**config.mk**
```make
export PLATFORM = sky130hd
export DESIGN_NAME = mem_arbiter
export DESIGN_NICKNAME = d
export VERILOG_FILES = /design/src/rtl/mem_arbiter.sv
export SDC_FILE = /design/constraint.sdc
export NUM_CORES = 1
export LEC_CHECK = 0
export BUFFER_PORTS_ARGS = -buffer_cell sky130_fd_sc_hd__clkbuf_2
export CORE_ASPECT_RATIO = 1.5
export CORE_UTILIZATION = 25
export CTS_CLUSTER_DIAMETER = 200
export CTS_CLUSTER_SIZE = 12
export DETAILED_ROUTE_END_ITERATION = 7
export PLACE_DENSITY_LB_ADDON = 0.3
export SYNTH_ARGS = -nofsm -noshare
export SYNTH_HDL_FRONTEND = slang
export SYNTH_SLANG_ARGS = --single-unit
```
**constraint.sdc**
```tcl
create_clock -name i_clk -period 1.9 [get_ports i_clk]
set_input_delay 0 -clock i_clk [delete_from_list [all_inputs] [get_ports i_clk]]
set_output_delay 0 -clock i_clk [all_outputs]
set_load 0.005 [all_outputs]
```
**src/rtl/mem_arbiter.sv**
```systemverilog
// Two-requester round-robin arbiter and sequencer for a single-port parity RAM.
// Reads are parity-checked on return; parity errors are tallied in a saturating counter.
module mem_arbiter #(
  parameter int unsigned ADDR_W   = 16,
  parameter int unsigned DATA_W   = 8,
  parameter int unsigned ERRCNT_W = 8
) (
  input  logic                i_clk,
  input  logic                i_reset,
  input  logic [1:0]          i_req_valid,
  input  logic [1:0]          i_req_write,
  input  logic [ADDR_W-1:0]   i_req_addr0,
  input  logic [ADDR_W-1:0]   i_req_addr1,
  input  logic [DATA_W-1:0]   i_req_wdata0,
  input  logic [DATA_W-1:0]   i_req_wdata1,
  output logic [1:0]          o_req_gnt,
  output logic [1:0]          o_rsp_valid,
  output logic [DATA_W-1:0]   o_rsp_data,
  output logic                o_rsp_perr,
  output logic [ERRCNT_W-1:0] o_err_cnt,
  output logic                o_mem_write,
  output logic                o_mem_read,
  output logic [ADDR_W-1:0]   o_mem_addr,
  output logic [DATA_W-1:0]   o_mem_wdata,
  input  logic [DATA_W:0]     i_mem_rdata
);

  typedef enum logic [1:0] {StIdle, StWr, StRd, StCap} state_e;

  localparam logic [ERRCNT_W-1:0] ErrMax = '1;

  state_e r_state;
  logic   r_last;   // last requester served; 1 = req1
  logic   r_owner;  // requester owning the read in flight

  logic [1:0] w_gnt;
  logic       w_sel;
  logic       w_perr;

  // Grant is suppressed during reset so nothing is accepted on a reset edge.
  always_comb begin
    w_gnt = 2'b00;
    if (r_state == StIdle && !i_reset) begin
      if (i_req_valid == 2'b11) begin
        w_gnt = r_last ? 2'b01 : 2'b10;
      end else begin
        w_gnt = i_req_valid;
      end
    end
  end

  assign o_req_gnt = w_gnt;
  assign w_sel     = w_gnt[1];
  assign w_perr    = ^i_mem_rdata;

  always_ff @(posedge i_clk) begin
    if (i_reset) begin
      r_state     <= StIdle;
      r_last      <= 1'b1;
      r_owner     <= 1'b0;
      o_rsp_valid <= 2'b00;
      o_rsp_data  <= '0;
      o_rsp_perr  <= 1'b0;
      o_err_cnt   <= '0;
      o_mem_write <= 1'b0;
      o_mem_read  <= 1'b0;
      o_mem_addr  <= '0;
      o_mem_wdata <= '0;
    end else begin
      o_rsp_valid <= 2'b00;
      o_mem_write <= 1'b0;
      o_mem_read  <= 1'b0;
      unique case (r_state)
        StIdle: begin
          if (|w_gnt) begin
            r_last      <= w_sel;
            r_owner     <= w_sel;
            o_mem_addr  <= w_sel ? i_req_addr1 : i_req_addr0;
            o_mem_wdata <= w_sel ? i_req_wdata1 : i_req_wdata0;
            if (i_req_write[w_sel]) begin
              o_mem_write <= 1'b1;
              r_state     <= StWr;
            end else begin
              o_mem_read <= 1'b1;
              r_state    <= StRd;
            end
          end
        end
        StWr: r_state <= StIdle;
        StRd: r_state <= StCap;
        StCap: begin
          o_rsp_data           <= i_mem_rdata[DATA_W-1:0];
          o_rsp_perr           <= w_perr;
          o_rsp_valid[r_owner] <= 1'b1;
          if (w_perr && o_err_cnt != ErrMax) begin
            o_err_cnt <= o_err_cnt + 1'b1;
          end
          r_state <= StIdle;
        end
        default: r_state <= StIdle;
      endcase
    end
  end

endmodule

```
==> out/qor.txt <==
Min-Delay Path Class: in2reg
Max Fclk: 554.8 MHz
Cells after Synth: 260
FILL cells: 792
Num rows: 40
Leak pwr: 1.522 nW
First-pass GRT wire length: 11.06 mm
Final core occ: 43.15%
Ys flop type: dfxtp_1
Worst skew pair latency: 0.29 ns
TritonRoute pass-1 iters: 4
IO Pins: 110
HPWL after DPL: 4.159 mm
Via count: 2486
Ant. Diodes: 0
Yosys warns: 0
CP Max Fanout: 9
CTS Buf Count: 5
Area Overhead vs Synth: 66.81%
Critical Path End Type: register
Vias per cell: 4.699
Setup violators final: 0
Final Cycle Share: 94.86%
Post-synth top cells: 72 x nand2_1, 49 x dfxtp_1, 32 x nor2_1
Status: finished, final reports clean
Yosys reg bits: 49
Die area: 8715 um2
Post-layout min period: 1.802 ns
DRC: 0
Antenna viol nets, final: 0
Violation count after the first detailed-route iteration: 53
Detailed-route wire length per cell: 12.94 um
Slew headroom: 65.82%
Final Skew: 0.006568 ns
CTS tree: built
EDFF count, synth: 0
Mapped Nets: 324
Total track usage: 16.02%
Overall power: 2.498 mW
Total global routing overflow: 0
Max_cap viols: 0
Largest cells by area after synthesis: dfxtp_1 47%, nand2_1 13%, a311oi_1 11%
CTS H-tree lvls: 2
Fin. Hold Viols: 0
Initial Util: 25.87%
GPL Wtd Cong: 0.8007
Arrival time worst endpoint: 2.02 ns
Fraction of layout cells with a size suffix above 1: 30.42%
Startpoint type of the worst setup path: primary input
Vias in the first global route: 2458
Core area: 8058 um2
Layout net count: 487
Count leader, synth: nand2_1
Syn_area_per_cell: 8.017 um2
Cell taking the most area after synthesis: dfxtp_1
Worst path required time: 2.12 ns
CTS sink count: 49
Worst-margin pin slew: 0.5128 ns
DIE WIDTH: 76.56 um
Netlist cell types: 32
CTS Buffer Depth: 2
CP Class: in2reg
Clock Pin Slew Worst Setup and Hold Paths: 0.07 ns
DRT Wirelength: 6.846 mm
Post-synthesis sequential area ratio: 47.06%
PortBufs: 109
Synth Cell Area: 2084 um2
Initial antenna violation count: 0
Height of the die: 113.8 um
Largest net degree at the start of global routing: 51
Power per cell area: 718.3 nW/um2
Post-synthesis async set-or-reset flop share: 0%
Share of the synthesized area in the top cell type: 47.06%
Root Buffer: clkbuf_16
Max IR drop VDD: 0.2916 mV
Fin. max-slew vios: 0
-- final cells by class --
cell class | count | area, um2 | area share, %
multi-input combinational | 192 | 1042 | 29.97
clock inverter | 2 | 10.01 | 0.2879
tap | 105 | 131.4 | 3.778
clock buffer | 6 | 128.9 | 3.706
inverter | 3 | 12.51 | 0.3598
sequential | 49 | 980.9 | 28.21
timing repair buffer | 172 | 1171 | 33.68
-- where the power goes --
group | internal (mW) | switching, mW | total, mW
registers | 1.09 | 0.0362 | 1.13
logic | 0.268 | 0.241 | 0.509
clock network | 0.484 | 0.378 | 0.862
total | 1.84 | 0.655 | 2.50
-- critical path, stage by stage --
cell and delay, ns:
dlygate4sd3_1 0.54, clkbuf_2 0.14, xnor2_2 0.18, xnor3_1 0.26, xor2_1 0.25, or4_1 0.50
a21oi_1 0.14
-- cell families (layout without fill, tap and decap cells) --
kind of cell | after synthesis | after routing | synth area share [%]
AND/OR/NAND/NOR | 128 | 128 | 25.63
AO/OA/AOI/OAI | 52 | 52 | 17.59
flip-flops | 49 | 49 | 47.06
buffers and inverters | 19 | 183 | 3.541
XOR/XNOR | 8 | 8 | 4.022
multiplexers | 3 | 3 | 1.561
adder cells (fa/ha/maj) | 1 | 1 | 0.6001
-- state kept, by name (all words and copies together) (netlist names) --
signal,cells
o_rsp_data,8
o_rsp_perr,1
o_mem_addr,16
o_rsp_valid,2
o_mem_wdata,8
r_last,1
o_err_cnt,8
r_state,2
o_mem_read,1
r_owner,1
o_mem_write,1
-- layout by cell type (no fill, tap or decap), types with 2 or more instances in the layout --
cell / netlist / final
clkbuf_16: 0 / 5
a311oi_1: 25 / 25
clkinv_2: 0 / 3
xnor2_1: 5 / 4
mux2_2: 2 / 2
clkbuf_2: 0 / 109
xor2_1: 2 / 2
o21ai_0: 5 / 5
dlygate4sd3_1: 0 / 56
inv_1: 2 / 2
a21oi_1: 17 / 17
nor3_1: 5 / 5
nand3_1: 7 / 6
o31ai_1: 2 / 2
or4_1: 2 / 2
nor2_1: 32 / 32
nand2_1: 72 / 72
or3_1: 2 / 2
buf_4: 0 / 6
dfxtp_1: 49 / 49
-- repair_timing --
item,4_1_cts,5_1_grt
hold endpoints to repair,32,0
setup endpoints to repair,0,18
resized for setup,0,2
buffers inserted,0,1
hold buffers,56,0
-- stage by stage --
stage	instance area, um2	setup WS (ns)	setup TNS, ns	hold slack (ns)	std cells
4_1_cts	3461	0.06459	0	0.02958	528
6_report	3477	0.09761	0	0.03095	529
2_1_floorplan	2085	0.2514	0	0.1360	260
3_3_place_gp	2761	0.2119	0	0.2463	464
5_1_grt	3477	-0.02686	-0.02686	0.04395	529
3_5_place_dp	2761	0.1531	0	0.2585	464
-- routing by layer --
layer  up-vias  routed length, um  share of wire (%)  track usage [%]
met2       104               3500                 51            29.79
li1       1229                  -                  -                -
met4         0                157                2.3            7.821
met3        10                453                6.6            4.160
met5         -                  0                  0                0
met1      1143               2735                 40            16.53
-- path summary, 6_finish.rpt --
path / from / end / slack [ns] / depth (start not counted)
max: i_mem_rdata[5] / o_err_cnt[4] / 0.1 / 7
min: i_req_write[1] / o_mem_write / 0.03 / 3
min reg2reg: o_rsp_data[3] / o_rsp_data[3] / 0.45 / 2
max reg2reg: o_err_cnt[0] / o_err_cnt[4] / 0.22 / 5
Note: power is estimated with default switching activity, not from simulation.
